==> src/rtl/trap_ctrl_pkg.sv <==
// Shared types and constants for the machine-mode trap controller.
// Interrupt priority order, CSR addresses and mstatus field positions.
package trap_ctrl_pkg;

   localparam int RV_XLEN = 32;

   typedef enum logic [1:0] {
      PRIV_LVL_U = 2'b00,
      PRIV_LVL_M = 2'b11
   } priv_lvl_t;

   typedef enum logic [1:0] {
      IDLE,
      FLUSH,
      REDIRECT
   } trap_state_t;

   typedef enum logic [3:0] {
      IRQ_U_SW    = 4'd0,
      IRQ_S_SW    = 4'd1,
      IRQ_M_SW    = 4'd3,
      IRQ_U_TIMER = 4'd4,
      IRQ_S_TIMER = 4'd5,
      IRQ_M_TIMER = 4'd7,
      IRQ_U_EXT   = 4'd8,
      IRQ_S_EXT   = 4'd9,
      IRQ_M_EXT   = 4'd11
   } ex_cause_t;

   localparam int N_IRQ = 9;

   // Highest priority first.
   localparam ex_cause_t IRQ_PRIO [N_IRQ] = '{
      IRQ_M_EXT, IRQ_M_SW, IRQ_M_TIMER,
      IRQ_S_EXT, IRQ_S_SW, IRQ_S_TIMER,
      IRQ_U_EXT, IRQ_U_SW, IRQ_U_TIMER
   };

   localparam logic [11:0] CSR_MSTATUS = 12'h300;
   localparam logic [11:0] CSR_MEPC    = 12'h341;
   localparam logic [11:0] CSR_MCAUSE  = 12'h342;
   localparam logic [11:0] CSR_MTVAL   = 12'h343;

   localparam int MSTATUS_MIE    = 3;
   localparam int MSTATUS_MPIE   = 7;
   localparam int MSTATUS_MPP_LO = 11;
   localparam int MSTATUS_MPP_HI = 12;

   function automatic logic priv_legal(input logic [1:0] p);
      return (p == PRIV_LVL_U) || (p == PRIV_LVL_M);
   endfunction

endpackage

==> src/rtl/trap_intr_arb.sv <==
// Fixed-priority interrupt selector with global-enable qualifier.
// Picks the highest-priority pending+enabled line from the priority table.
module trap_intr_arb
   import trap_ctrl_pkg::*;
(
   input  logic        [11:0] pend,
   input  logic               gate_en,
   output logic               take,
   output ex_cause_t          cause,
   output logic        [3:0]  code
);

   logic      hit;
   ex_cause_t sel;

   // Walk lowest to highest so the last match is the winner.
   always_comb begin
      hit = 1'b0;
      sel = IRQ_U_SW;
      for (int i = N_IRQ - 1; i >= 0; i--) begin
         if (pend[IRQ_PRIO[i]]) begin
            hit = 1'b1;
            sel = IRQ_PRIO[i];
         end
      end
   end

   assign take  = hit & gate_en;
   assign cause = sel;
   assign code  = sel;

endmodule

==> src/rtl/trap_ctrl.sv <==
// Machine-mode trap controller at the commit boundary.
// Owns trap CSRs and sequences flush then redirect for traps and mret.
module trap_ctrl
   import trap_ctrl_pkg::*;
#(
   parameter int        XLEN       = RV_XLEN,
   parameter priv_lvl_t RESET_PRIV = PRIV_LVL_M
) (
   input  logic            clk_i,
   input  logic            rst_i,
   input  logic            ex_valid_i,
   input  logic [XLEN-1:0] ex_cause_i,
   input  logic [XLEN-1:0] ex_tval_i,
   input  logic [XLEN-1:0] commit_pc_i,
   input  logic            mret_i,
   input  logic [XLEN-1:0] mip_i,
   input  logic [XLEN-1:0] mie_i,
   input  logic [XLEN-1:0] mtvec_i,
   input  logic            csr_we_i,
   input  logic [11:0]     csr_addr_i,
   input  logic [XLEN-1:0] csr_wdata_i,
   output logic            flush_o,
   input  logic            flush_ack_i,
   output logic            redirect_valid_o,
   output logic [XLEN-1:0] redirect_pc_o,
   input  logic            redirect_ready_i,
   output logic            busy_o,
   output logic [1:0]      priv_o,
   output logic            mstatus_mie_o,
   output logic            mstatus_mpie_o,
   output logic [1:0]      mstatus_mpp_o,
   output logic [XLEN-1:0] mepc_o,
   output logic [XLEN-1:0] mcause_o,
   output logic [XLEN-1:0] mtval_o
);

   trap_state_t     state_q, state_d;
   priv_lvl_t       priv_q, mpp_q;
   logic            mie_q, mpie_q;
   logic [XLEN-1:0] mepc_q, mcause_q, mtval_q;
   logic [XLEN-1:0] tgt_q;

   logic [XLEN-1:0] pend_all;
   logic            irq_take;
   ex_cause_t       irq_cause;
   logic [3:0]      irq_code;
   logic            do_trap, do_mret, do_csr;
   logic [XLEN-1:0] trap_base, trap_tgt;
   logic [XLEN-1:0] irq_mcause;
   logic            unused_ok;

   assign pend_all = mip_i & mie_i;

   trap_intr_arb u_arb (
      .pend    (pend_all[11:0]),
      .gate_en ((priv_q == PRIV_LVL_U) | mie_q),
      .take    (irq_take),
      .cause   (irq_cause),
      .code    (irq_code)
   );

   assign unused_ok = ^{pend_all[XLEN-1:12], irq_cause};

   assign trap_base  = {mtvec_i[XLEN-1:2], 2'b00};
   assign irq_mcause = {1'b1, {(XLEN-5){1'b0}}, irq_code};

   // Vectored mode only offsets asynchronous causes.
   always_comb begin
      trap_tgt = trap_base;
      if (irq_take && mtvec_i[1:0] == 2'b01)
         trap_tgt = trap_base
                  + {{(XLEN-6){1'b0}}, irq_code, 2'b00};
   end

   always_comb begin
      state_d          = state_q;
      flush_o          = 1'b0;
      redirect_valid_o = 1'b0;
      busy_o           = 1'b0;
      do_trap          = 1'b0;
      do_mret          = 1'b0;
      do_csr           = 1'b0;
      unique case (state_q)
         IDLE: begin
            if (irq_take || ex_valid_i) begin
               do_trap = 1'b1;
               state_d = FLUSH;
            end else if (mret_i) begin
               do_mret = 1'b1;
               state_d = FLUSH;
            end else begin
               do_csr = csr_we_i;
            end
         end
         FLUSH: begin
            flush_o = 1'b1;
            busy_o  = 1'b1;
            if (flush_ack_i) state_d = REDIRECT;
         end
         REDIRECT: begin
            redirect_valid_o = 1'b1;
            busy_o           = 1'b1;
            if (redirect_ready_i) state_d = IDLE;
         end
         default: state_d = IDLE;
      endcase
   end

   always_ff @(posedge clk_i) begin
      if (rst_i) begin
         state_q  <= IDLE;
         priv_q   <= RESET_PRIV;
         mie_q    <= 1'b0;
         mpie_q   <= 1'b0;
         mpp_q    <= PRIV_LVL_M;
         mepc_q   <= '0;
         mcause_q <= '0;
         mtval_q  <= '0;
         tgt_q    <= '0;
      end else begin
         state_q <= state_d;
         if (do_trap) begin
            mepc_q   <= {commit_pc_i[XLEN-1:2], 2'b00};
            mcause_q <= irq_take ? irq_mcause : ex_cause_i;
            mtval_q  <= irq_take ? '0 : ex_tval_i;
            mpie_q   <= mie_q;
            mie_q    <= 1'b0;
            mpp_q    <= priv_q;
            priv_q   <= PRIV_LVL_M;
            tgt_q    <= trap_tgt;
         end else if (do_mret) begin
            mie_q  <= mpie_q;
            mpie_q <= 1'b1;
            priv_q <= mpp_q;
            mpp_q  <= PRIV_LVL_U;
            tgt_q  <= mepc_q;
         end else if (do_csr) begin
            unique case (1'b1)
               csr_addr_i == CSR_MSTATUS: begin
                  mie_q  <= csr_wdata_i[MSTATUS_MIE];
                  mpie_q <= csr_wdata_i[MSTATUS_MPIE];
                  if (priv_legal(csr_wdata_i[MSTATUS_MPP_HI:MSTATUS_MPP_LO]))
                     mpp_q <= priv_lvl_t'(
                        csr_wdata_i[MSTATUS_MPP_HI:MSTATUS_MPP_LO]);
               end
               csr_addr_i == CSR_MEPC:
                  mepc_q <= {csr_wdata_i[XLEN-1:2], 2'b00};
               csr_addr_i == CSR_MCAUSE: mcause_q <= csr_wdata_i;
               csr_addr_i == CSR_MTVAL:  mtval_q  <= csr_wdata_i;
               default: ;
            endcase
         end
      end
   end

   assign redirect_pc_o  = tgt_q;
   assign priv_o         = priv_q;
   assign mstatus_mie_o  = mie_q;
   assign mstatus_mpie_o = mpie_q;
   assign mstatus_mpp_o  = mpp_q;
   assign mepc_o         = mepc_q;
   assign mcause_o       = mcause_q;
   assign mtval_o        = mtval_q;

endmodule

==> config.mk <==
export PLATFORM = sky130hd
export DESIGN_NAME = trap_ctrl
export DESIGN_NICKNAME = d
export VERILOG_FILES = /design/src/rtl/trap_ctrl_pkg.sv /design/src/rtl/trap_intr_arb.sv /design/src/rtl/trap_ctrl.sv
export SDC_FILE = /design/constraint.sdc
export NUM_CORES = 1
export LEC_CHECK = 0
export CAP_MARGIN = 30
export CORE_ASPECT_RATIO = 0.75
export CORE_MARGIN = 2
export CORE_UTILIZATION = 25
export CTS_BUF_LIST = sky130_fd_sc_hd__clkbuf_8
export CTS_CLUSTER_SIZE = 25
export DETAILED_ROUTE_END_ITERATION = 6
export SETUP_SLACK_MARGIN = 0.2
export SYNTH_ARGS = -nofsm -noshare
export SYNTH_HDL_FRONTEND = slang
export SYNTH_SLANG_ARGS = --single-unit
==> constraint.sdc <==
create_clock -name clk_i -period 4.4 [get_ports clk_i]
set_input_delay 0.88 -clock clk_i [delete_from_list [all_inputs] [get_ports clk_i]]
set_output_delay 0.88 -clock clk_i [all_outputs]
set_load 0.1 [all_outputs]
==> metrics.md, run 1 <==
| Metric | Value |
|---|---|
| Run status | completed |
| Depth of the worst hold-timing path | 1 |
| PortBufs | 327 |
| Wire length of the first global-routing pass | ~44000 µm |
| Clock buffer count from CTS | 17 |
| Count of pins on the block boundary | 380 |
| Number of buffers on the longest clock path | 2 |
| Number of optimization iterations in the first detailed-route pass | 5 |
| Slack of the worst reg-to-reg path | 1690 ps |
| Final estimated routing congestion in global placement | 0.845 |
| Post-route clock period utilization | between 80% and 90% |
| Async set or reset register ratio after synthesis | 0% |
| Crit path required time | approximately 4800 ps |
| Max-cap viol count | 0 |
| Predominant post-synthesis flop cell | sky130_fd_sc_hd__dfxtp_1 |
| Flip-flop and latch count after synthesis | 132 |
| Unique cell type count in the Yosys netlist | 61 |
| Hpwl dp | 22600 µm |
| Maximum number of pins on one net before global-route repair | between 40 and 50 |
| Worst Tran Pin Value | 1060 ps |
| Count leader, synth | sky130_fd_sc_hd__dfxtp_1 |
| Setup crit start | mip_i[8] |
| Cell types with the largest area share after synthesis | sky130_fd_sc_hd__dfxtp_1 40%, sky130_fd_sc_hd__mux2i_1 11%, sky130_fd_sc_hd__o2bb2ai_1 4.2%, sky130_fd_sc_hd__o21ai_0 4.0%, sky130_fd_sc_hd__a211oi_1 3.6% |
| Layout net count | 1312 |
| Type of the worst min-delay path | reg2reg |
| Clock Sinks | 132 |
| Fillers | 2601 |
| Hold slack final | 464 ps |
| Via density per instance | between 5 and 6 |
| Crit path launch type | primary input |
| Initial drt markers | 384 |
| Number of warning messages in the yosys log | 0 |
| Clock insertion delay at the later pin of the skew report | about 450 ps |
| Tmin final | 3670 ps |
| Commonest cells in the netlist | 132 x sky130_fd_sc_hd__dfxtp_1, 74 x sky130_fd_sc_hd__mux2i_1, 59 x sky130_fd_sc_hd__nand2_1, 55 x sky130_fd_sc_hd__nor2_1, 53 x sky130_fd_sc_hd__o21ai_0 |
| Critical-path maximum fanout | 9 |
| Number of flops mapped to enable cells by yosys | 0 |
| Routed len/inst | 21.5 µm |
| Clock Root Buffer | sky130_fd_sc_hd__clkbuf_8 |
| Sequential power share | 28.3% |
| Clock-pin slew reported for the worst setup and hold paths after clock tree synthesis | 80 ps |
| Worst hold start | mtval_o[10] |
| Clock network power share | 21.0% |
| Power per Cell Area | 492 mW/mm² |
| Total congestion overflow after global routing | 0 |
| Critical R2R Capture | redirect_pc_o[9] |
| Post-synthesis cell type with the largest combined area | sky130_fd_sc_hd__dfxtp_1 |
| Setup repair after global routing missed its margin | false |
| Switching Fraction | 49.3% |
| Final Max Slew Viols | 0 |
| # diodes | 0 |
| Share of the synthesized area in compound gates (AO/OA/AOI/OAI) | 25.6% |
| Layout Cell Area excl Fill | 0.0109 mm² |
| Total number of vias | 7111 |
| Count of final hold-check violations | 0 |
| RR Startpoint | priv_o[1] |
| Switching power summed over all nets | about 2600 µW |
| Fraction of final layout cells sized beyond drive strength 1 | 8.20% |
| Post-synthesis xor/xnor area fraction | ~3.8% |
| Leakage power | 0.00395 µW |
| Worst VDD drop | 0.225 mV |
| Storage cell area | 0.00264 mm² |
| Vert. Die Dim | ~140 µm |
| Logic depth of the worst register-to-register path | 7 |
| Total Wirelength | 30500 µm |
| Top-area cell type share of the netlist area | 40.0% |
| Setup total negative slack | 0 ps |
| Number of placement rows | 51 |
| Die X | 192 µm |
| Remaining number of nets flagged by the antenna check after routing | 0 |
| Worst setup path class | in2reg |
| CTS tree | yes |
| Number of buffers inserted for hold repair after clock tree synthesis | 0 |
| CP endpoint kind | flip-flop |
| Comb power frac | 50.7% |
| Arrival time reported for the critical path endpoint | 4030 ps |
| Postcts setup bufs | 0 |
| Vias in the first global route | about 6900 |
| Multi-input combinational cell area | 0.00371 mm² |
| Setup Skew | roughly 17 ps |
| Mux cell area share after synthesis | 11.4% |
| Die outline area | 0.0278 mm² |
| Core area | 0.0260 mm² |
| Drt drc | 0 |
| Setup Viol. Count Final | 0 |
| Combinational family with the most area after synthesis | compound AO/OA/AOI/OAI gates |
| Number of placed instances with taps included | approximately 1400 |
| Internal Pwr Total | about 2700 µW |
| Count of mapped cells out of synthesis | 740 |
| Effective utilization at floorplan | 25.5% |
| Global router's overall resource usage | 21.5% |
| Share of synthesized cell area in full adder, half adder and majority cells | about 1.6% |
| Layout overhead on the synthesized area | 65.0% |
| Maximum achievable frequency | 273 MHz |
| Simple-gate share of the synthesized area | approximately 13% |
| Hold endpoint | mtval_o[10] |
| Count of non-filler cells in the finished layout | 1417 |
| Slew margin rel. | 29.3% |
| Average cell area after synthesis | ~8.9 µm² |
| Total standard cell area after synthesis | 0.00661 mm² |
| Total of cells resized after clock tree synthesis | 0 |
| Placed Instance Area | 0.0105 mm² |
| Number of antenna violations at the first check in global routing | 1 |
| Sequential share of the synthesized area | 40.0% |
| CTS H-tree lvls | 4 |
layer usage:
layer	share of wire [%]	track usage, %	vias to the layer above	routed length (µm)
met3	9.3	6.63	28	2820
met5	0.043	0	-	13
met4	1.4	5.83	2	437
met2	43	32.0	296	13000
met1	47	30.0	3374	14200
li1	-	-	3411	-
worst max-delay path, cell delays in order:
cell	delay, ps
sky130_fd_sc_hd__clkdlybuf4s50_1	450
sky130_fd_sc_hd__a22oi_1	190
sky130_fd_sc_hd__a32oi_1	120
sky130_fd_sc_hd__a221o_1	280
sky130_fd_sc_hd__a21oi_1	320
sky130_fd_sc_hd__ha_1	280
sky130_fd_sc_hd__o21a_1	130
sky130_fd_sc_hd__a21oi_1	110
sky130_fd_sc_hd__nor3_2	650
sky130_fd_sc_hd__nand4_1	200
sky130_fd_sc_hd__xor2_1	180
sky130_fd_sc_hd__a221oi_1	230
cells by family (layout without fill, tap and decap cells):
group,after synthesis,after routing
flip-flops,132,132
XOR/XNOR,29,29
buffers and inverters,72,402
AO/OA/AOI/OAI,241,241
adder cells (fa/ha/maj),8,8
AND/OR/NAND/NOR,182,182
multiplexers,75,75
other,1,4
sequential cells by signal (all words and copies together), names as in the netlist:
signal / cells
mcause_o: 32
redirect_pc_o: 30
mstatus_mpie_o: 1
mstatus_mpp_o: 2
priv_o: 2
mtval_o: 32
state_q: 2
mepc_o: 30
mstatus_mie_o: 1
cells in the final DEF, fill, tap and decap left out, types with 7 or more instances in the layout:
cell type and instances:
sky130_fd_sc_hd__o22ai_1 12, sky130_fd_sc_hd__nand3_1 18, sky130_fd_sc_hd__xnor2_1 8, sky130_fd_sc_hd__nor3_1 13, sky130_fd_sc_hd__a31oi_1 28, sky130_fd_sc_hd__o221ai_2 8
sky130_fd_sc_hd__buf_16 7, sky130_fd_sc_hd__o21ai_0 53, sky130_fd_sc_hd__o221ai_1 11, sky130_fd_sc_hd__xor2_1 21, sky130_fd_sc_hd__mux2i_1 74, sky130_fd_sc_hd__dfxtp_1 132
sky130_fd_sc_hd__clkdlybuf4s50_1 326, sky130_fd_sc_hd__clkbuf_8 19, sky130_fd_sc_hd__nor2_1 52, sky130_fd_sc_hd__o2bb2ai_1 32, sky130_fd_sc_hd__buf_4 25, sky130_fd_sc_hd__nand2_1 58
sky130_fd_sc_hd__a211oi_1 32, sky130_fd_sc_hd__inv_1 11, sky130_fd_sc_hd__a21oi_1 29
final cells by class:
class	count	area share, %
Clock buffer	19	2.40
Inverter	11	0.378
Timing Repair Buffer	360	33.6
Sequential cell	132	24.2
Multi-Input combinational cell	539	34.0
Clock inverter	12	1.44
Tap cell	344	3.94
power groups by stage:
stage / combinational [µW] / sequential [µW] / clock (µW)
global route: 2830 / 1540 / 1220
CTS: 2730 / 1520 / 1160
global placement: 2660 / 1540 / 0
detailed placement: 2720 / 1540 / 0
floorplan: 594 / 2790 / 0
finish: 2720 / 1520 / 1130
per-stage QoR:
step | setup slack (ps) | power, µW | utilization [%]
floorplan | 1340 | 3390 | -
global placement | 393 | 4200 | 39.7
detailed placement | 273 | 4260 | 40.4
CTS | 760 | 5410 | 42.0
global route | 560 | 5580 | 42.0
finish | 732 | 5360 | 42.0
worst max-delay path by stage:
stage / end / slack, ps
final: redirect_pc_o[19] / 730
after global routing: redirect_pc_o[19] / 560
after CTS: redirect_pc_o[19] / 760
after detailed placement: redirect_pc_o[19] / 270
after global placement: redirect_pc_o[19] / 390
after floorplan: redirect_pc_o[22] / 1340
Note: power is estimated with default switching activity, not from simulation.
==> run 2, diff against run 1 <==
clock period = 3.8 ns   (was 4.4 ns; I/O delays follow)
==> run 2 against run 1 <==
Sequential power up 16%. Utilization rose by 0.29 points. Largest power group unchanged. Final cell count rose by 0.56%. Final area increased by 0.69%. Critical path type unchanged. Highest routed layer is now met4. Hold slack gained 1.2 ps. Sequential cell count unchanged. First-iteration DRC count fell by 9.4%. Non-clock buffer count rose by 7. Clock skew increased by 2.9 ps.
==> metrics.md, run 2 (synthesis results as in run 1) <==
| Metric | Value |
|---|---|
| Critical-path maximum fanout | 9 |
| Placed Instance Area | 0.0105 mm² |
| Setup Viol. Count Final | 0 |
| Initial drt markers | 348 |
| Setup Skew | 20.3 ps |
| Worst Tran Pin Value | between 1000 and 1500 ps |
| CTS H-tree lvls | 4 |
| Worst VDD drop | about 0.25 mV |
| Clock-pin slew reported for the worst setup and hold paths after clock tree synthesis | 80 ps |
| Post-route clock period utilization | 88.5% |
| Number of optimization iterations in the first detailed-route pass | 5 |
| Clock Root Buffer | sky130_fd_sc_hd__clkbuf_8 |
| Fraction of final layout cells sized beyond drive strength 1 | 9.25% |
| Number of buffers inserted for hold repair after clock tree synthesis | 0 |
| Critical R2R Capture | redirect_pc_o[19] |
| Postcts setup bufs | 0 |
| Total Wirelength | 30100 µm |
| Setup crit start | mip_i[8] |
| Slew margin rel. | 30.0% |
| Final estimated routing congestion in global placement | 0.815 |
| CP endpoint kind | flip-flop |
| Clock network power share | 23.4% |
| Via density per instance | approximately 5 |
| Leakage power | 0.00401 µW |
| # diodes | 0 |
| Effective utilization at floorplan | 25.5% |
| Hpwl dp | 22700 µm |
| Die outline area | 0.0278 mm² |
| Arrival time reported for the critical path endpoint | ~3700 ps |
| Clock Sinks | 132 |
| Power per Cell Area | between 500 and 600 mW/mm² |
| Count of pins on the block boundary | 380 |
| Setup slack at placement | -33.1 ps |
| Vias in the first global route | 6851 |
| Comb power frac | 49.2% |
| Setup total negative slack | 0 ps |
| Core area | 0.0260 mm² |
| Depth of the worst hold-timing path | 1 |
| Routed len/inst | 21.1 µm |
| Crit path launch type | primary input |
| CTS tree | yes |
| Hold slack final | 465 ps |
| Internal Pwr Total | about 3400 µW |
| Total of cells resized after clock tree synthesis | 0 |
| Wire length of the first global-routing pass | approximately 43000 µm |
| Layout net count | ~1300 |
| Slack of the critical path | ~440 ps |
| Total number of vias | approximately 7000 |
| RR Startpoint | mstatus_mie_o |
| Number of placement rows | 51 |
| Number of antenna violations at the first check in global routing | 0 |
| Vert. Die Dim | 145 µm |
| Count of final hold-check violations | 0 |
| Commonest cells after routing, fill and taps aside | 322 x sky130_fd_sc_hd__clkdlybuf4s50_1, 132 x sky130_fd_sc_hd__dfxtp_1, 74 x sky130_fd_sc_hd__mux2i_1 |
| Total congestion overflow after global routing | 0 |
| Tmin final | 3360 ps |
| Crit path required time | 4170 ps |
| Fillers | approximately 2600 |
| PortBufs | 327 |
| Logic depth of the worst register-to-register path | 6 |
| Final Max Slew Viols | 0 |
| Switching power summed over all nets | 3060 µW |
| Setup repair after global routing missed its margin | false |
| Endpoint of the worst setup timing path | redirect_pc_o[19] |
| Leading cell type in the layout, fill and taps excluded | sky130_fd_sc_hd__clkdlybuf4s50_1 |
| Switching Fraction | 47.7% |
| Maximum number of pins on one net before global-route repair | 42 |
| Worst setup path class | in2reg |
| Clock buffer count from CTS | 17 |
| Slack of the worst reg-to-reg path | approximately 1100 ps |
| Die X | about 190 µm |
| Remaining number of nets flagged by the antenna check after routing | 0 |
| Drt drc | 0 |
| Layout overhead on the synthesized area | 66.1% |
| Layout Cell Area excl Fill | 0.0110 mm² |
| Global router's overall resource usage | 21.1% |
| Number of buffers on the longest clock path | 2 |
| Clock insertion delay at the later pin of the skew report | 460 ps |
| Sequential power share | about 27% |
| Max-cap viol count | 0 |
| Maximum achievable frequency | around 300 MHz |
| Run status | completed |
| Type of the worst min-delay path | reg2reg |
[run 2: changes by cell type in the layout (fill, tap and decap cells not counted)]
cell / delta
sky130_fd_sc_hd__buf_16: -2
sky130_fd_sc_hd__buf_4: +13
sky130_fd_sc_hd__bufinv_16: +3
sky130_fd_sc_hd__clkdlybuf4s50_1: -4
sky130_fd_sc_hd__clkinv_2: +1
sky130_fd_sc_hd__clkinvlp_4: -3
[run 2: through the flow]
stage,total power [µW],utilization [%],std cells
after floorplan,3920,-,743
after global placement,4870,39.9,1388
after detailed placement,4940,40.4,1393
after CTS,6480,42.3,1425
after global routing,6660,42.3,1425
final,6410,42.3,1425
[run 2: area by class of cell]
cell class                      instances  area, µm²  share of cell area (%)
Clock inverter                         13        230                    2.10
Clock buffer                           19        262                    2.38
Timing Repair Buffer                  367       3670                    33.4
Inverter                               11       41.3                   0.376
Tap cell                              344        430                    3.92
Multi-Input combinational cell        539       3710                    33.8
Sequential cell                       132       2640                    24.1
[run 2: critical path, cell delays in order]
cell                              delay [ps]
sky130_fd_sc_hd__clkdlybuf4s50_1         450
sky130_fd_sc_hd__a22oi_1                 160
sky130_fd_sc_hd__a32oi_1                 120
sky130_fd_sc_hd__a221o_1                 280
sky130_fd_sc_hd__a21oi_1                 230
sky130_fd_sc_hd__ha_1                    250
sky130_fd_sc_hd__a211o_1                 130
sky130_fd_sc_hd__a21oi_1                  90
sky130_fd_sc_hd__nor3_2                  650
sky130_fd_sc_hd__nand4_1                 200
sky130_fd_sc_hd__xor2_1                  180
sky130_fd_sc_hd__a221oi_1                220
[run 2: power groups by stage]
stage	sequential (µW)	combinational, µW	clock, µW
finish	1760	3160	1500
global route	1780	3280	1600
CTS	1760	3170	1560
detailed placement	1780	3160	0
global placement	1780	3090	0
floorplan	3240	688	0
[run 2: worst min path at each step]
stage                      startpoint     endpoint  slack (ps)
final                     mtval_o[15]  mtval_o[15]         470
after floorplan            state_q[0]   state_q[0]         500
after CTS                 mtval_o[11]  mtval_o[11]         470
after detailed placement  mtval_o[11]  mtval_o[11]         450
after global placement    mtval_o[10]  mtval_o[10]         450
after global routing       mtval_o[5]   mtval_o[5]         480
[run 2: per-layer routing]
| layer | global-route usage [%] | part of all wire [%] | up-vias |
|---|---|---|---|
| met1 | 29.3 | 48 | 3391 |
| met5 | 0 | 0 | - |
| met3 | 6.51 | 8.2 | 22 |
| met2 | 31.6 | 43 | 281 |
| li1 | - | - | 3425 |
| met4 | 5.22 | 1.2 | 0 |
